[config.mk]
export PLATFORM = sky130hd
export DESIGN_NAME = reg_writeback_queue
export DESIGN_NICKNAME = d
export VERILOG_FILES = /design/src/rtl/reg_writeback_queue.sv
export SDC_FILE = /design/constraint.sdc
export NUM_CORES = 1
export LEC_CHECK = 0
export ABC_CLOCK_PERIOD_IN_PS = 4800
export CORE_ASPECT_RATIO = 0.8
export CORE_MARGIN = 3
export CORE_UTILIZATION = 50
export CTS_CLUSTER_SIZE = 30
export DETAILED_ROUTE_END_ITERATION = 16
export PLACE_DENSITY_LB_ADDON = 0.2
export SYNTH_ARGS = -nofsm -noshare
export SYNTH_HDL_FRONTEND = slang
export SYNTH_SLANG_ARGS = --single-unit
[constraint.sdc]
create_clock -name clk -period 4.8 [get_ports clk]
set_clock_uncertainty 0.1 [all_clocks]
set_input_delay 0.48 -clock clk [delete_from_list [all_inputs] [get_ports clk]]
set_output_delay 0.48 -clock clk [all_outputs]
set_load 0.005 [all_outputs]
[src/rtl/reg_writeback_queue.sv]
// -----------------------------------------------------------------------------
// reg_writeback_queue
//
// Write-side master for the CPU register file. Results from the ALU and the
// load (memory) path are collected into an in-order FIFO and retired one per
// cycle through a registered register-file write port. A registered
// pending-destination mask tells hazard logic which registers still have a
// write in flight.
//
// When the FIFO is empty at the start of a cycle, the oldest accepted result
// goes straight into the write-port register. This gives one-cycle latency
// from acceptance to write. Every other accepted result is enqueued behind
// older ones, so writes always retire in acceptance order. Results for r0 are
// acknowledged and then dropped.
//
// Ports
//   clk                in   rising-edge clock
//   reset              in   synchronous, active-high reset
//   alu_valid/rd/data  in   ALU result offer
//   alu_ready          out  ALU result accepted when alu_valid & alu_ready
//   mem_valid/rd/data  in   load result offer (older than ALU when both push)
//   mem_ready          out  load result accepted when mem_valid & mem_ready
//   reg_write_enable   out  register-file write strobe (registered)
//   reg_write_address  out  register-file write index (registered)
//   write_data         out  register-file write data (registered)
//   pending_mask       out  bit n set: a write to rn is queued or on the port
//   fifo_count         out  occupied FIFO entries
//
// Optional feature (macro REG_WB_BYPASS_EN)
//   Adds rd_addr_1/2 (in) and fwd_valid_1/2, fwd_data_1/2 (out). These form a
//   combinational forwarding lookup that returns the youngest in-flight value
//   for a register. Without the macro, these ports and comparators do not
//   exist.
// -----------------------------------------------------------------------------
module reg_writeback_queue #(
   parameter int DEPTH  = 4,   // power of 2, >= 2
   parameter int DATA_W = 32,
   parameter int ADDR_W = 5
) (
   input  logic                       clk,
   input  logic                       reset,
   input  logic                       alu_valid,
   input  logic [ADDR_W-1:0]          alu_rd,
   input  logic [DATA_W-1:0]          alu_data,
   output logic                       alu_ready,
   input  logic                       mem_valid,
   input  logic [ADDR_W-1:0]          mem_rd,
   input  logic [DATA_W-1:0]          mem_data,
   output logic                       mem_ready,
   output logic                       reg_write_enable,
   output logic [ADDR_W-1:0]          reg_write_address,
   output logic [DATA_W-1:0]          write_data,
   output logic [(2**ADDR_W)-1:0]     pending_mask,
   output logic [$clog2(DEPTH+1)-1:0] fifo_count
`ifdef REG_WB_BYPASS_EN
   ,
   input  logic [ADDR_W-1:0]          rd_addr_1,
   input  logic [ADDR_W-1:0]          rd_addr_2,
   output logic                       fwd_valid_1,
   output logic                       fwd_valid_2,
   output logic [DATA_W-1:0]          fwd_data_1,
   output logic [DATA_W-1:0]          fwd_data_2
`endif
);

   localparam int PW   = $clog2(DEPTH);
   localparam int CW   = $clog2(DEPTH + 1);
   localparam int NREG = 2**ADDR_W;
   localparam logic [CW-1:0] DEPTH_C = CW'(DEPTH);

   typedef struct packed {
      logic [ADDR_W-1:0] rd;
      logic [DATA_W-1:0] data;
   } entry_t;

   entry_t            mem_q [DEPTH];
   entry_t            mem_d [DEPTH];
   logic [PW-1:0]     wr_ptr_q, wr_ptr_d;
   logic [PW-1:0]     rd_ptr_q, rd_ptr_d;
   logic [CW-1:0]     count_q, count_d;
   logic              we_q, we_d;
   logic [ADDR_W-1:0] addr_q, addr_d;
   logic [DATA_W-1:0] data_q, data_d;
   logic [NREG-1:0]   mask_q, mask_d;

   logic [CW-1:0]     free_w;
   logic              mem_push, alu_push;
   logic              port_free;
   logic [PW-1:0]     slot_off;

   // ---------------------------------------------------------------------------
   // Ready logic: uses the registered count only, so the pop in this cycle is
   // not counted. This is conservative, and the queue can never overflow.
   // ---------------------------------------------------------------------------
   assign free_w    = DEPTH_C - count_q;
   assign mem_ready = (free_w >= CW'(1));
   assign alu_ready = (free_w >= CW'(2)) || ((free_w >= CW'(1)) && !mem_valid);

   // A handshake to r0 completes but never reaches the queue.
   assign mem_push  = mem_valid && mem_ready && (mem_rd != '0);
   assign alu_push  = alu_valid && alu_ready && (alu_rd != '0);

   // ---------------------------------------------------------------------------
   // Next state. Candidates for the write port, oldest first: the FIFO head,
   // then the mem result, then the ALU result. The oldest candidate takes the
   // port. The rest are enqueued in order.
   // ---------------------------------------------------------------------------
   always_comb begin : next_state
      // NOTE: every variable gets a default at the top of the block; an
      // unassigned path in combinational logic would infer a latch.
      mem_d     = mem_q;
      wr_ptr_d  = wr_ptr_q;
      rd_ptr_d  = rd_ptr_q;
      count_d   = count_q;
      we_d      = 1'b0;
      addr_d    = addr_q;
      data_d    = data_q;
      port_free = 1'b1;

      if (count_q != '0) begin
         we_d      = 1'b1;
         addr_d    = mem_q[rd_ptr_q].rd;
         data_d    = mem_q[rd_ptr_q].data;
         rd_ptr_d  = rd_ptr_q + PW'(1);
         count_d   = count_q - CW'(1);
         port_free = 1'b0;
      end

      // NOTE: blocking assignments here are deliberate: wr_ptr_d and count_d
      // are updated step by step, so the ALU push sees the mem push's slot.
      if (mem_push) begin
         if (port_free) begin
            we_d      = 1'b1;
            addr_d    = mem_rd;
            data_d    = mem_data;
            port_free = 1'b0;
         end else begin
            mem_d[wr_ptr_d] = '{rd: mem_rd, data: mem_data};
            wr_ptr_d        = wr_ptr_d + PW'(1);
            count_d         = count_d + CW'(1);
         end
      end

      if (alu_push) begin
         if (port_free) begin
            we_d      = 1'b1;
            addr_d    = alu_rd;
            data_d    = alu_data;
            port_free = 1'b0;
         end else begin
            mem_d[wr_ptr_d] = '{rd: alu_rd, data: alu_data};
            wr_ptr_d        = wr_ptr_d + PW'(1);
            count_d         = count_d + CW'(1);
         end
      end
   end

   // Pending mask is built from the next state, so it changes on the same edge
   // as the queue and the write port.
   always_comb begin : mask_next
      mask_d   = '0;
      slot_off = '0;
      if (we_d) mask_d[addr_d] = 1'b1;
      for (int i = 0; i < DEPTH; i++) begin
         slot_off = PW'(i) - rd_ptr_d;   // age of slot i, relative to head
         if (CW'(slot_off) < count_d) mask_d[mem_d[i].rd] = 1'b1;
      end
   end

   always_ff @(posedge clk) begin
      if (reset) begin
         wr_ptr_q <= '0;
         rd_ptr_q <= '0;
         count_q  <= '0;
         we_q     <= 1'b0;
         addr_q   <= '0;
         data_q   <= '0;
         mask_q   <= '0;
      end else begin
         wr_ptr_q <= wr_ptr_d;
         rd_ptr_q <= rd_ptr_d;
         count_q  <= count_d;
         we_q     <= we_d;
         addr_q   <= addr_d;
         data_q   <= data_d;
         mask_q   <= mask_d;
      end
   end

   // NOTE: the storage array is not reset. Reset clears count and pointers, so
   // old contents are never read as valid entries.
   always_ff @(posedge clk) begin
      mem_q <= mem_d;
   end

   assign reg_write_enable  = we_q;
   assign reg_write_address = addr_q;
   assign write_data        = data_q;
   assign pending_mask      = mask_q;
   assign fifo_count        = count_q;

`ifdef REG_WB_BYPASS_EN
   // ---------------------------------------------------------------------------
   // Forwarding lookup. The write port is the oldest in-flight value. Queue
   // slots are scanned oldest to youngest, so the last hit is the youngest.
   // ---------------------------------------------------------------------------
   typedef struct packed {
      logic              hit;
      logic [DATA_W-1:0] data;
   } fwd_t;

   function automatic fwd_t lookup(input logic [ADDR_W-1:0] ra);
      fwd_t          r;
      logic [PW-1:0] idx;
      r.hit  = 1'b0;
      r.data = '0;
      if (ra != '0) begin
         if (we_q && (addr_q == ra)) begin
            r.hit  = 1'b1;
            r.data = data_q;
         end
         for (int i = 0; i < DEPTH; i++) begin
            idx = rd_ptr_q + PW'(i);
            if ((CW'(i) < count_q) && (mem_q[idx].rd == ra)) begin
               r.hit  = 1'b1;
               r.data = mem_q[idx].data;
            end
         end
      end
      return r;
   endfunction

   fwd_t fwd_1, fwd_2;

   always_comb begin : forward
      fwd_1 = lookup(rd_addr_1);
      fwd_2 = lookup(rd_addr_2);
   end

   assign fwd_valid_1 = fwd_1.hit;
   assign fwd_data_1  = fwd_1.data;
   assign fwd_valid_2 = fwd_2.hit;
   assign fwd_data_2  = fwd_2.data;
`endif

endmodule

==> After elaboration in Yosys (flattened, before gate mapping) <==
Cells that the tools add are included.
Widths: inputs -> output; s select.
{ "op_classes": {"eq_ne": 0, "multipliers": 0, "muxes": 56, "n_div": 0, "addsub": 11, "shift": 0, "reduce_logical": 17, "bitwise_logic": 7, "n_lt_le_gt_ge": 21} }
{ "op_table": {"columns": ["op", "count"], "rows": [
  ["$mux 148", 4],
  ["$mux 32", 10],
  ["$bwmux 148", 2],
  ["$demux 37 s2", 2],
  ["$mux 37", 4],
  ["$or 32x32->32", 4],
  ["$bmux 37 s2", 1],
  ["$lt 5x6->1 const B", 5],
  ["$demux 1 s5", 5],
  ["$ge 5x1->1 const B", 5],
  ["$mux 5", 5],
  ["$mux 3", 5],
  ["$mux 1", 13],
  ["$logic_and 1x1->1", 12],
  ["$lt 2x3->1", 4],
  ["$mux 2", 5],
  ["$reduce_bool 5->1", 2],
  ["$ge 3x3->1 const B", 3],
  ["$not 2->3", 3],
  ["$add 2x1->2 const B", 3],
  ["$add 3x1->3 const B", 2],
  ["$lt 3x1->1 const B", 2],
  ["$sub 1x2->2 const A", 2],
  ["$sub 2x2->2 const A", 2],
  ["7 further kinds", 7]
]} }
{ "word_totals": {"regBits": 225, "latchBits": 0, "mem_bits_ro": 0, "input_bits": 78, "out_inout_bits": 75, "memories": 0, "word_cells": 127, "ram_bits": 0} }

==> Longest topological paths before layout <==
{ "depth": {"ltp_word": 25, "ltp_mapped": 20} }

==> Worst setup path after synthesis <==
Ideal clock, no wire load.
{ "synth_timing": {"kind": "reg-to-reg", "start": "reg count_q[0] (netlist: fifo_count[0])", "end": "reg mask_q[4] (netlist: pending_mask[4])", "synth_period_minus_slack_ps": 4645, "setup_time_ps": 138, "required_time_ps": 4562, "path_stages_with_launch": 18, "arrival_time_ps": 4407, "setup_slack_ps": 155, "n_path_buf": 2, "cell_sequence": "dfxtp_1 -> inv_1 -> ha_1 -> ha_1 -> nor4b_4 -> inv_2 -> o211ai_2 -> buf_2 -> buf_1 -> o21ai_0 -> a21oi_1 -> ha_1 -> mux2i_1 -> ha_1 -> o31ai_2 -> a32oi_2 -> a32oi_1 -> a41oi_1"} }
{ "synth_between": {"elab_chain_cells": 25, "elab_cells_between_ends": 87, "classes_between": "add/sub (8); order compare (18); mux (43); bitwise (5); reduce/logical (13)"} }
{ "synth_rtl": {"columns": ["item", "line_no", "text"], "rows": [
  ["start: declaration", "80", "logic [CW-1:0] count_q, count_d;"],
  ["start signal: assignment", "182", "count_q <= count_d;"],
  ["$sub 3x3->3 *", "95", "assign free_w = DEPTH_C - count_q;"],
  ["$ge 3x1->1 *", "96", "assign mem_ready = (free_w >= CW'(1));"],
  ["net mem_ready", "49", "output logic mem_ready,"],
  ["$logic_and 1x1->1 (2 in series)", "100", "assign mem_push = mem_valid && mem_ready && (mem_rd != '0);"],
  ["$mux 2", "131", "if (mem_push) begin"],
  ["$not 2->3 (implied by the code)", "151", "mem_d[wr_ptr_d] = '{rd: alu_rd, data: alu_data};"],
  ["$ge 3x3->1 (implied by the code) / $lt 3x1->1 (equally long branches)", "151", null],
  ["$logic_and 1x1->1 (implied by the code)", "151", null],
  ["[9 not listed]", null, null],
  ["$or 32x32->32 (no source line)", null, null],
  ["$mux 32", "166", "if (CW'(slot_off) < count_d) mask_d[mem_d[i].rd] = 1'b1;"],
  ["$or 32x32->32 (no source line)", null, null],
  ["$mux 32", "166", null],
  ["$or 32x32->32 (no source line)", null, null],
  ["$mux 32", "166", null],
  ["$or 32x32->32 (no source line)", null, null],
  ["$mux 32 *", "166", null],
  ["end signal: assignment", "186", "mask_q <= mask_d;"],
  ["end: declaration", "84", "logic [NREG-1:0] mask_q, mask_d;"]
]} }
The timed path passes the listed nets; every way through them passes the cells marked *.
A chain may end at the register's enable or synchronous reset.

==> Final worst setup path <==
{ "layout_timing": {"start": "reg count_q[0] (netlist: fifo_count[0])", "end": "reg mask_q[5] (netlist: pending_mask[5])"} }
{ "layout_between": {"elab_chain_cells": 25, "elab_cells_between_ends": 87, "classes_between": "add/sub (8); order compare (18); mux (43); bitwise (5); reduce/logical (13)"} }
{ "layout_rtl": {"columns": ["item", "line_no"], "rows": [
  ["$sub 3x3->3", "95"],
  ["$ge 3x1->1", "96, 97"],
  ["$logic_and 1x1->1 (2 in series)", "100"],
  ["$mux 2", "131"],
  ["$not 2->3 (implied by the code)", "151"],
  ["$ge 3x3->1 (implied by the code) / $lt 3x1->1 (equally long branches)", "151"],
  ["$logic_and 1x1->1 (implied by the code)", "151"],
  ["$mux 37 (implied by the code)", "151"],
  ["[8 not listed]", null],
  ["$or 32x32->32 (no source line)", null],
  ["$mux 32", "166"],
  ["$or 32x32->32 (no source line)", null],
  ["$mux 32", "166"],
  ["$or 32x32->32 (no source line)", null],
  ["$mux 32", "166"],
  ["$or 32x32->32 (no source line)", null],
  ["$mux 32 *", "166"]
]} }
Mark *: on every way between the ends. The rest lies on a longest branch, timed or not.

==> summary.md <==
| Metric | Value |
|---|---|
| Crit Reg-Reg Startpoint | `fifo_count[0]$_SDFF_PP0_` |
| Drt drc | `0` |
| Post-Synth XOR/XNOR Area | `0.003361` |
| Remaining global-route overflow | `0` |
| CP endpoint | `pending_mask[5]$_SDFF_PP0_` |
| CP required | `5100 ps` |
| GRT Overall Usage | `0.2845` |
| Routability cong. | `1.013` |
| DP HPWL | `around 28 mm` |
| Sequential share of the synthesized area | `0.3457` |
| Filler cells | `approximately 2200` |
| ANT nets after route | `0` |
| Core Util, Final | `0.6235` |
| Synth Warn # | `0` |
| Nets | `~1700` |
| Mux cell area share after synthesis | `0.2476` |
| H-tree depth | `1` |
| CTS tree | `yes` |
| Finished Cell Area | `15860 µm²` |
| Final TNS setup | `0 ps` |
| Final setup fails | `0` |
| Drt via density | `roughly 6` |
| CP endpoint kind | `flop` |
| Sequence of cells on the critical path | `inv_1 -> ha_1 -> ha_4 -> nor4b_4 -> inv_2 -> o211ai_4 -> o21ai_0 -> a21oi_1 -> ha_1 -> o21ai_0 -> or4_1 -> a31o_1 -> a32oi_2 -> a32oi_1 -> a41oi_1` |
| Multi-input gate area in the final layout | `8043 µm²` |
| Flop-to-flop setup slack | `300 ps` |
| Total power | `about 13 mW` |
| LEAKAGE | `6.226 nW` |
| Routed WL | `about 41 mm` |
| Diode count | `0` |
| RSZ-0062 raised after global routing | `false` |
| Clock-pin slew on the worst setup and hold paths | `around 60 ps` |
| Critical Path Fanout Max | `9` |
| Count of different cell masters after synthesis | `69` |
| Worst R2R Path Depth | `15` |
| Top_reg_cell synth | `dfxtp_1` |
| CTS Sinks | `225` |
| Syn Nets | `1592` |
| PwrDens | `around 810 nW/µm²` |
| Layout Cells excl Fill | `1986` |
| Slowest-stage cell, CP | `a32oi_2` |
| Clk_lat worst skew | `~520 ps` |
| Vias | `roughly 12000` |
| CP startpoint | `fifo_count[0]$_SDFF_PP0_` |
| Hold Buf Count CTS | `0` |
| Worst path depth | `15` |
| Simple-gate portion of the synthesized area | `0.1660` |
| Row count | `between 50 and 60` |
| IO Port Bufs | `152` |
| Setup CP Type | `flop to flop` |
| Relative slew margins | `0.2659` |
| Worst-Margin Slew | `between 1000 and 1500 ps` |
| Largest family of logic cells by synthesized area | `multiplexers` |
| Post-synthesis adder-cell area fraction | `0.01824` |
| Max IR drop VDD | `approximately 0.4 mV` |
| Flops & latches, synth | `between 200 and 250` |
| Synth-to-layout area growth | `21.74%` |
| Pin count of the biggest net entering global routing | `65` |
| Post-CTS Setup Bufs | `0` |
| FF-to-FF End | `pending_mask[5]$_SDFF_PP0_` |
| Root Driver | `clkbuf_16` |
| Compound-Gate Fraction of Synth Area | `0.1731` |
| Mapped Cells | `1495` |
| Final Slew Violations | `0` |
| Max-cap violation count | `0` |
| Status | `finished clean` |
| Placed insts | `slightly below 2000` |
| Clock Path Buffers | `3` |
| DIE AREA | `about 28000 µm²` |
| Drt wl/cell | `between 20 and 25 µm` |
| Post-place instance area | `approximately 15000 µm²` |
| Top Ports | `between 150 and 200` |
| Layout cells sized above 1 | `0.1211` |
| CP top delay family | `compound AO/OA/AOI/OAI gates` |
| FF/Latch Area | `~4500 µm²` |
| Starting DRC count in detailed routing | `roughly 1300` |
| Average size of a mapped cell | `about 8.7 µm²` |
| Mapped Area | `13030 µm²` |
| Fmax | `222.4 MHz` |
| Die Span X | `186.5 µm` |
| Critical path arrival | `between 4000 and 5000 ps` |
| First-pass GRT wire length | `~64 mm` |
| Final worst slack | `a little over 300 ps` |
| Fin crit period | `4496 ps` |
| Max incr delay on CP | `approximately 550 ps` |
| Worst Hold Class | `flop to flop` |
| Effective utilization at floorplan | `0.5122` |
| Async S/R FF share, synth | `0` |
| Final Hold Fails | `0` |
| Post-route clock period utilization | `0.9366` |
| Hold WS | `slightly below 400 ps` |
| Pre-CTS setup slack | `~370 ps` |
| Die Height | `150.4 µm` |
| EDFF count, synth | `0` |
| Drt pass-1 iters | `6` |
| WP buf/inv | `2` |
| Cts repair resizes | `0` |
| Core footprint | `25440 µm²` |
| Startpoint types | `flop` |
| Vias in the first global route | `approximately 12000` |
| Initial antenna violation count | `1` |
| CTS Buf Count | `24` |
[registers in the layout (all words and copies together), names as in the netlist]
register / cells
reg_write_address: 5
rd_ptr_q: 2
wr_ptr_q: 2
mem_q: 148
pending_mask: 32
fifo_count: 3
reg_write_enable: 1
write_data: 32
[layout make-up]
cell class / count / area share
inverters: 22 / 0.005206
clock inverters: 4 / 0.002840
flip-flops and latches: 225 / 0.2841
multi-input cells: 1125 / 0.5070
well taps: 351 / 0.02769
repair buffers: 223 / 0.1292
clock buffers: 36 / 0.04393
[cell usage in the layout, fill, tap and decap left out, types with 4 or more instances in the layout]
master,Yosys,final
nor3_1,11,11
dfxtp_1,225,223
clkdlybuf4s50_1,0,151
o2111ai_4,0,4
inv_1,17,17
nand3_1,87,87
a32oi_1,25,25
nand2_1,67,67
a21oi_1,157,157
buf_4,0,71
a31oi_1,6,6
nor2_1,247,246
a22oi_1,7,7
and2_1,5,5
o21ai_0,44,44
ha_1,19,18
mux4_2,36,36
mux2_2,21,21
clkbuf_16,0,25
nand2b_1,25,25
nor4_1,4,4
mux2i_1,215,215
nor2b_1,12,12
xnor2_1,5,5
a211oi_1,39,38
clkbuf_1,61,8
a41oi_1,32,32
nand4_1,6,6
[power breakdown]
| group | total, mW | leakage, nW | switching, mW | internal, mW |
|---|---|---|---|---|
| Combinational | 7.79 | 3.98 | 4.66 | 3.13 |
| Clock | 1.79 | 0.365 | 0.742 | 1.05 |
| Sequential | 3.28 | 1.88 | 0.515 | 2.76 |
[kinds of logic (layout without fill, tap and decap cells)]
| kind of cell | count (synthesis) | count (layout) |
|---|---|---|
| multiplexers | 274 | 274 |
| AND/OR/NAND/NOR | 482 | 482 |
| flip-flops | 225 | 225 |
| buffers and inverters | 145 | 285 |
| XOR/XNOR | 5 | 5 |
| adder cells (fa/ha/maj) | 19 | 19 |
| AO/OA/AOI/OAI | 345 | 345 |
[worst min path at each step]
stage                                                 end                             from  cells after the start
after detailed placement  reg_write_address[0]$_SDFF_PP0_  reg_write_address[0]$_SDFF_PP0_                      2
after global placement    reg_write_address[0]$_SDFF_PP0_  reg_write_address[0]$_SDFF_PP0_                      2
after CTS                 reg_write_address[0]$_SDFF_PP0_  reg_write_address[0]$_SDFF_PP0_                      2
final                     reg_write_address[0]$_SDFF_PP0_  reg_write_address[0]$_SDFF_PP0_                      2
after global routing      reg_write_address[0]$_SDFF_PP0_  reg_write_address[0]$_SDFF_PP0_                      2
after floorplan           reg_write_address[0]$_SDFF_PP0_  reg_write_address[0]$_SDFF_PP0_                      2
[routing by layer]
metal	vias up	wire, µm	global-route usage
li1	5729	-	-
met4	2	867	0.07707
met2	591	17450	0.4307
met5	-	13	0
met3	83	4133	0.05959
met1	5748	18640	0.4142
[worst min-delay path: stages, from the launching register on]
cell      delay, ps
dfxtp_1         320
nand2_1          60
a211oi_1         60
[synthesized netlist by cell type (all sizes together), types with 20 or more instances]
| cell type | n | area [µm²] |
|---|---|---|
| nor2 | 247 | 927.1 |
| dfxtp | 225 | 4504 |
| mux2i | 217 | 2180 |
| a21oi | 157 | 785.8 |
| nand3 | 88 | 445.4 |
| nand2 | 67 | 251.5 |
| clkbuf | 62 | 234.0 |
| buf | 61 | 281.5 |
| o21ai | 46 | 234.0 |
| a211oi | 40 | 305.3 |
| mux4 | 36 | 810.8 |
| a41oi | 32 | 280.3 |
| a32oi | 28 | 279.0 |
| nand2b | 25 | 156.4 |
| mux2 | 21 | 236.5 |
| inv | 20 | 75.07 |
No activity file was read; power rests on OpenSTA's default activity.
